==> config.mk <==
export PLATFORM = sky130hd
export DESIGN_NAME = sca_demux
export DESIGN_NICKNAME = d
export VERILOG_FILES = /design/src/rtl/sca_pkg.sv /design/src/rtl/sca_demux_slot.sv /design/src/rtl/sca_demux.sv
export SDC_FILE = /design/constraint.sdc
export NUM_CORES = 1
export LEC_CHECK = 0
export BUFFER_PORTS_ARGS = -buffer_cell sky130_fd_sc_hd__buf_2
export CAP_MARGIN = 20
export CORE_AREA = 2 2 39 41
export CTS_CLUSTER_DIAMETER = 30
export CTS_CLUSTER_SIZE = 28
export DETAILED_ROUTE_END_ITERATION = 7
export DIE_AREA = 0 0 41 43
export GPL_TIMING_DRIVEN = 0
export SLEW_MARGIN = 10
export SYNTH_ARGS = -nofsm -noshare
export SYNTH_HDL_FRONTEND = slang
export SYNTH_HIERARCHICAL = 1
export SYNTH_SLANG_ARGS = --single-unit
==> constraint.sdc <==
create_clock -name CLK -period 1 [get_ports CLK]
set_input_delay 0.2 -clock CLK [delete_from_list [all_inputs] [get_ports CLK]]
set_output_delay 0.2 -clock CLK [all_outputs]
set_load 0.005 [all_outputs]
==> src/rtl/sca_pkg.sv <==
// ============================================================================
// Module      : sca_pkg
// Description : Shared types and constants for the sca_demux 1-to-2 demux.
// Revision    : 1.0 - initial release
// ============================================================================
`default_nettype none

package sca_pkg;

    typedef enum logic {
        SLOT_EMPTY = 1'b0,
        SLOT_FULL  = 1'b1
    } slot_state_t;

    localparam logic DST_A = 1'b0;
    localparam logic DST_B = 1'b1;

    // A one-entry slot may take a new word when it is empty or is being drained.
    function automatic logic slot_can_load(input logic valid, input logic ready);
        return !valid || ready;
    endfunction

endpackage : sca_pkg

`default_nettype wire

==> src/rtl/sca_demux_slot.sv <==
// ============================================================================
// Module      : sca_demux_slot
// Description : One-entry output holding register with valid/ready handshake.
// Revision    : 1.0 - initial release
// ============================================================================
`default_nettype none

module sca_demux_slot
    import sca_pkg::*;
#(
    parameter int SIZE = 1
) (
    input  logic            CLK,
    input  logic            RST_N,
    input  logic            LOAD,
    input  logic [SIZE-1:0] DIN,
    output logic [SIZE-1:0] X,
    output logic            X_VALID,
    input  logic            X_READY,
    output logic            CAN_LOAD
);

    slot_state_t     state_q, state_d;
    logic [SIZE-1:0] data_q, data_d;

    always_comb begin
        state_d = state_q;
        data_d  = data_q;
        if (LOAD) begin
            // A load during a drain simply replaces the departing word.
            state_d = SLOT_FULL;
            data_d  = DIN;
        end else if (X_VALID && X_READY) begin
            state_d = SLOT_EMPTY;
        end
    end

    always_ff @(posedge CLK) begin
        if (!RST_N) begin
            state_q <= SLOT_EMPTY;
            data_q  <= '0;
        end else begin
            state_q <= state_d;
            data_q  <= data_d;
        end
    end

    assign X        = data_q;
    assign X_VALID  = (state_q == SLOT_FULL);
    assign CAN_LOAD = slot_can_load(X_VALID, X_READY);

endmodule : sca_demux_slot

`default_nettype wire

==> src/rtl/sca_demux.sv <==
// ============================================================================
// Module      : sca_demux
// Description : Registered 1-to-2 demultiplexer with independent output slots.
//               Optional per-output transfer counters under SCA_DEMUX_CNT_EN.
// Revision    : 1.0 - initial release
// ============================================================================
`default_nettype none

module sca_demux
    import sca_pkg::*;
#(
    parameter int SIZE  = 1,
    parameter int CNT_W = 8
) (
    input  logic             CLK,
    input  logic             RST_N,
    input  logic [SIZE-1:0]  IN,
    input  logic             SEL,
    input  logic             IN_VALID,
    output logic             IN_READY,
    output logic [SIZE-1:0]  A,
    output logic             A_VALID,
    input  logic             A_READY,
    output logic [SIZE-1:0]  B,
    output logic             B_VALID,
    input  logic             B_READY
`ifdef SCA_DEMUX_CNT_EN
    ,
    output logic [CNT_W-1:0] CNT_A,
    output logic [CNT_W-1:0] CNT_B
`endif
);

    logic can_load_a;
    logic can_load_b;
    logic accept;
    logic load_a;
    logic load_b;

    // Readiness depends only on the selected slot, never on IN_VALID.
    assign IN_READY = (SEL == DST_B) ? can_load_b : can_load_a;
    assign accept   = IN_VALID && IN_READY;
    assign load_a   = accept && (SEL == DST_A);
    assign load_b   = accept && (SEL == DST_B);

    sca_demux_slot #(
        .SIZE (SIZE)
    ) u_slot_a (
        .CLK      (CLK),
        .RST_N    (RST_N),
        .LOAD     (load_a),
        .DIN      (IN),
        .X        (A),
        .X_VALID  (A_VALID),
        .X_READY  (A_READY),
        .CAN_LOAD (can_load_a)
    );

    sca_demux_slot #(
        .SIZE (SIZE)
    ) u_slot_b (
        .CLK      (CLK),
        .RST_N    (RST_N),
        .LOAD     (load_b),
        .DIN      (IN),
        .X        (B),
        .X_VALID  (B_VALID),
        .X_READY  (B_READY),
        .CAN_LOAD (can_load_b)
    );

`ifdef SCA_DEMUX_CNT_EN
    logic [CNT_W-1:0] cnt_a_q, cnt_a_d;
    logic [CNT_W-1:0] cnt_b_q, cnt_b_d;

    always_comb begin
        cnt_a_d = cnt_a_q;
        cnt_b_d = cnt_b_q;
        if (load_a) begin
            cnt_a_d = cnt_a_q + CNT_W'(1);
        end
        if (load_b) begin
            cnt_b_d = cnt_b_q + CNT_W'(1);
        end
    end

    always_ff @(posedge CLK) begin
        if (!RST_N) begin
            cnt_a_q <= '0;
            cnt_b_q <= '0;
        end else begin
            cnt_a_q <= cnt_a_d;
            cnt_b_q <= cnt_b_d;
        end
    end

    assign CNT_A = cnt_a_q;
    assign CNT_B = cnt_b_q;
`else
    // CNT_W only sizes the transfer counters, which this build omits.
    if (CNT_W < 1) begin : g_cnt_w_unused
    end
`endif

endmodule : sca_demux

`default_nettype wire

==> results of run 1 <==
## per-layer routing
metal	up-vias	part of all wire [%]	track usage, %	wire (µm)
met3	0	15	6.28	59
li1	91	-	-	-
met5	-	0	0	0
met2	12	38	9.06	149
met4	0	0	2.00	0
met1	71	47	6.43	184
## report_power, final
group	switching (W)	internal, W
clock network	0.0000612	0.000134
logic	0.0000235	0.0000422
registers	0.00000603	0.000170
total	0.0000907	0.000346
## worst paths after layout
kind | startpoint | cells past startpoint | slack (ps) | endpoint
setup / recovery | u_slot_a/X_VALID | 3 | -200 | IN_READY
hold / removal | RST_N | 2 | 230 | u_slot_a/X
setup reg to reg | u_slot_a/X_VALID | 5 | -50 | u_slot_a/X
hold reg to reg | u_slot_b/X | 2 | 520 | u_slot_b/X
## final cells by class
class / count / area share (%)
multi-input cells: 11 / 35.5
flip-flops and latches: 4 / 25.5
repair buffers: 13 / 23.6
clock buffers: 3 / 6.95
well taps: 16 / 6.18
inverters: 2 / 2.32
## cells by family (layout without fill, tap and decap cells)
| kind of cell | count (synthesis) | after routing | share of synthesized area [%] |
|---|---|---|---|
| DFF | 4 | 4 | 39.5 |
| and+or+nand+nor | 6 | 6 | 28.4 |
| muxes | 3 | 3 | 17.3 |
| AOI/OAI and AO/OA | 2 | 2 | 11.1 |
| buffers and inverters | 2 | 18 | 3.71 |
## cell usage after synthesis (all sizes together)
cell | n | share of area [%]
a21boi | 2 | 11
and3 | 1 | 3.7
and3b | 1 | 4.9
dfxtp | 4 | 40
inv | 2 | 3.7
mux2 | 1 | 7.4
mux2i | 2 | 9.9
nand2b | 2 | 14
nor2b | 2 | 6.2
## stage by stage
stage | setup slack (ps) | cells | hold WS, ps | instance area, µm² | power (W)
floorplan | 58.2 | 17 | 328 | 203 | 0.000210
global placement | -12.1 | 44 | 467 | 278 | 0.000236
detailed placement | -23.8 | 44 | 474 | 278 | 0.000237
CTS | -214 | 48 | 223 | 317 | 0.000446
global route | -236 | 49 | 220 | 324 | 0.000470
finish | -198 | 49 | 228 | 324 | 0.000437
## state kept, by name (all words and copies together) (netlist names)
name,count
u_slot_a/X_VALID,1
u_slot_b/X,1
u_slot_a/X,1
u_slot_b/X_VALID,1
## cell usage in the layout (no fill, tap or decap)
cell      instances
buf_2            10
inv_2             1
mux2i_1           2
buf_6             1
and3b_2           1
nand2b_4          2
buf_4             2
and3_2            1
nor2b_1           2
mux2_4            1
dfxtp_2           2
dfxtp_1           2
inv_1             1
clkbuf_4          3
a21boi_2          2
## worst max-delay path: stages (launching register included)
cell and delay, ps:
dfxtp_2 340, nand2b_4 50, mux2_4 270, buf_6 110
## timing repair
action / 4_1_cts / 5_1_grt
pin swaps: 1 / 1
endpoints found under the setup margin: 1 / 3
hold buffers: 0 / 0
gates resized for setup: 3 / 1
buffers inserted: 1 / 2
==> impl_metrics.env, run 1 <==
export IMPL_setup_viol=3
export IMPL_gp_congestion=0.617
export IMPL_yosys_warnings=6
export IMPL_setup_tns_ps=-262
export IMPL_skew_ps=3.81
export IMPL_tightest_slew_ps=117
export IMPL_die_width_um=41
export IMPL_failed_checks="setup timing"
export IMPL_yosysSeqAreaShare_pct=39.5
export IMPL_path_max_fanout=2
export IMPL_grt_pass1_wl_um=710
export IMPL_irDropWorstVdd_mv=0.744
export IMPL_cp_data_required_time_ps=800
export IMPL_fmax_ghz=0.835
export IMPL_nNetsFinal=42
export IMPL_syn_area_um2=203
export IMPL_synth_nets=24
export IMPL_antenna_found_initial=0
export IMPL_ys_ff_latch=4
export IMPL_fp_row_count=14
export IMPL_crit_type="register to output port"
export IMPL_first_global_vias=184
export IMPL_clk_path_buf_depth=2
export IMPL_drive_above_1_share_pct=78.8
export IMPL_grt_max_degree=5
export IMPL_max_slew_margin_pct=92.0
export IMPL_maxCapViolCount=0
export IMPL_start_util_pct=14.6
export IMPL_yosysUniqueCellTypes=9
export IMPL_dr_pass1_iters=1
export IMPL_rsz0062_at_grt="yes"
export IMPL_timing_final_ws_setup_ps=-198
export IMPL_cts_htree_levels=1
export IMPL_diodes=0
export IMPL_cts_tree="built"
export IMPL_power_density_nw_per_um2=1350
export IMPL_multi_input_area_um2=115
export IMPL_totalWireLength_um=393
export IMPL_antenna_left=0
export IMPL_syn_area_per_cell_um2=11.9
export IMPL_post_route_util_pct=23.4
export IMPL_port_buffers=11
export IMPL_area_growth_pct=59.9
export IMPL_die_h_um=43
export IMPL_grt_total_usage_pct=6.43
export IMPL_ff_latch_area_um2=82.6
export IMPL_slew_violations=0
export IMPL_start_kind="register"
export IMPL_drc_errors=0
export IMPL_power_leakage_nw=0.159
export IMPL_core_um2=1380
export IMPL_status="finished with violations"
export IMPL_numCtsBuffers=3
export IMPL_clock_latency_ps=230
export IMPL_io_pins=12
export IMPL_crit_arrival_ps=1000
export IMPL_routed_via_density=3.55
export IMPL_num_vias=174
export IMPL_period_share_pct=120
export IMPL_syn_inst=17
export IMPL_globalRouteOverflowTotal=0
export IMPL_clock_root_buffer="clkbuf_4"
export IMPL_clock_sinks=4
export IMPL_hold_violations=0
export IMPL_n_fill_cell=157
export IMPL_hold_class="input port to register"
export IMPL_period_needed_ps=1200
export IMPL_drtIter0Drc=0
export IMPL_cp_end_kind="output port"
export IMPL_die_area_um2=1760
export IMPL_cts_clk_slew_worst_paths_ps=40
export IMPL_post_drt_wl_per_cell_um=8.02
No activity file was read; power rests on OpenSTA's default activity.
==> run 2, diff against run 1 <==
Settings changed: PLACE_DENSITY set to 0.38.
==> run 2 against run 1 <==
  * The flow still finishes with violations (setup timing)
  * Die area did not move
  * Critical path type unchanged
  * Cell count fell by 2.0%
  * Fmax fell by 0.77%
  * Critical path depth did not move
==> impl_metrics.env, run 2 (synthesis results as in run 1) <==
export IMPL_start_kind="register"
export IMPL_rr_startpoint="u_slot_a/X_VALID"
export IMPL_area_growth_pct=56.2
export IMPL_route_met3_wl_um=100
export IMPL_antenna_found_initial=0
export IMPL_port_buffers=11
export IMPL_grt_max_degree=5
export IMPL_core_um2=1380
export IMPL_fin_area_um2=317
export IMPL_clock_sinks=4
export IMPL_cts_tree="built"
export IMPL_timing_final_ws_setup_ps=-207
export IMPL_io_pins=12
export IMPL_worstRegToRegCells=5
export IMPL_period_needed_ps=1210
export IMPL_diodes=0
export IMPL_crit_arrival_ps=1010
export IMPL_die_h_um=43
export IMPL_drive_above_1_share_pct=75.0
export IMPL_n_fill_cell=156
export IMPL_drt_met1_wl_um=159
export IMPL_dr_pass1_iters=3
export IMPL_fp_row_count=14
export IMPL_min_from="RST_N"
export IMPL_grt_pass1_wl_um=655
export IMPL_skew_ps=1.09
export IMPL_start_util_pct=14.6
export IMPL_power_leakage_nw=0.156
export IMPL_setup_tns_ps=-245
export IMPL_cts_htree_levels=1
export IMPL_hold_violations=0
export IMPL_numCtsBuffers=3
export IMPL_met2_length_um=160
export IMPL_failed_checks="setup timing"
export IMPL_period_share_pct=121
export IMPL_hold_class="input port to register"
export IMPL_fmax_ghz=0.829
export IMPL_dpl_hpwl_um=345
export IMPL_first_global_vias=183
export IMPL_die_area_um2=1760
export IMPL_top_layer="met3"
export IMPL_tightest_slew_ps=115
export IMPL_hold_slack_ps=223
export IMPL_cp_data_required_time_ps=800
export IMPL_antenna_left=0
export IMPL_maxCapViolCount=0
export IMPL_drtIter0Drc=4
export IMPL_slew_violations=0
export IMPL_max_slew_margin_pct=92.1
export IMPL_r2r_end="u_slot_a/X"
export IMPL_routed_via_density=3.54
export IMPL_holdPathStages=2
export IMPL_layout_common_cells="buf_2, clkbuf_4"
export IMPL_globalRouteOverflowTotal=0
export IMPL_clock_latency_ps=230
export IMPL_nNetsFinal=41
export IMPL_gp_congestion=0.621
export IMPL_drc_errors=0
export IMPL_p_total_w=0.000439
export IMPL_setup_viol=2
export IMPL_cp_end_kind="output port"
export IMPL_clock_root_buffer="clkbuf_4"
export IMPL_place_ws_ps=-34.9
export IMPL_path_max_fanout=2
export IMPL_power_density_nw_per_um2=1390
export IMPL_min_to="u_slot_b/X"
export IMPL_rsz0062_at_grt="yes"
export IMPL_irDropWorstVdd_mv=0.406
export IMPL_r2r_slack_ps=-40
export IMPL_cts_clk_slew_worst_paths_ps=40
export IMPL_crit_type="register to output port"
export IMPL_clk_path_buf_depth=2
export IMPL_post_drt_wl_per_cell_um=8.77
export IMPL_placed_cell_area_um2=278
export IMPL_layout_commonest_cell="buf_2"
export IMPL_die_width_um=41
export IMPL_grt_total_usage_pct=6.53
export IMPL_num_vias=170
export IMPL_status="finished with violations"
export IMPL_totalWireLength_um=421
-- run 2: changes by cell type in the layout (fill, tap and decap cells not counted), sizes merged --
cell | previous run | this run
buf | 13 | 12
-- run 2: cell type report --
cell class / instances / area, µm² / share of cell area, %
well taps: 16 / 20.0 / 6.32
multi-input cells: 11 / 115 / 36.4
flip-flops and latches: 4 / 82.6 / 26.1
repair buffers: 12 / 68.8 / 21.7
inverters: 2 / 7.51 / 2.37
clock buffers: 3 / 22.5 / 7.11
-- run 2: critical path: stages (launching register included) --
cell,delay (ps)
dfxtp_2,340
nand2b_4,50
mux2_4,270
buf_6,110
-- run 2: repair_timing --
action	CTS	global route
setup endpoints to repair	1	2
pin swaps	1	0
buffers inserted	1	0
hold buffers	0	0
resized for setup	3	0
-- run 2: routing by layer --
metal	vias up	global-route usage [%]
met5	-	0
met2	16	8.44
met4	0	4.00
met1	68	5.47
met3	0	7.85
li1	86	-
-- run 2: through the flow --
stage	utilization (%)	instances
after global routing	22.9	48
after floorplan	-	17
after detailed placement	20.1	44
after CTS	22.9	48
final	22.9	48
after global placement	20.1	44
-- run 2: worst max path at each step --
stage / start / end / slack [ps] / cells after the start
6_report: u_slot_a/X_VALID / IN_READY / -210 / 3
5_1_grt: u_slot_a/X_VALID / IN_READY / -250 / 3
4_1_cts: u_slot_a/X_VALID / IN_READY / -230 / 3
2_1_floorplan: u_slot_a/X_VALID / u_slot_a/X / 60 / 4
3_3_place_gp: A_READY / IN_READY / -10 / 4
3_5_place_dp: A_READY / IN_READY / -30 / 4
-- run 2: where the power goes --
| part | leakage (nW) | switching, W | internal (W) |
|---|---|---|---|
| clock network | 0.0138 | 0.0000650 | 0.000134 |
| logic | 0.108 | 0.0000229 | 0.0000405 |
| registers | 0.0336 | 0.00000593 | 0.000170 |
| total | 0.156 | 0.0000938 | 0.000345 |
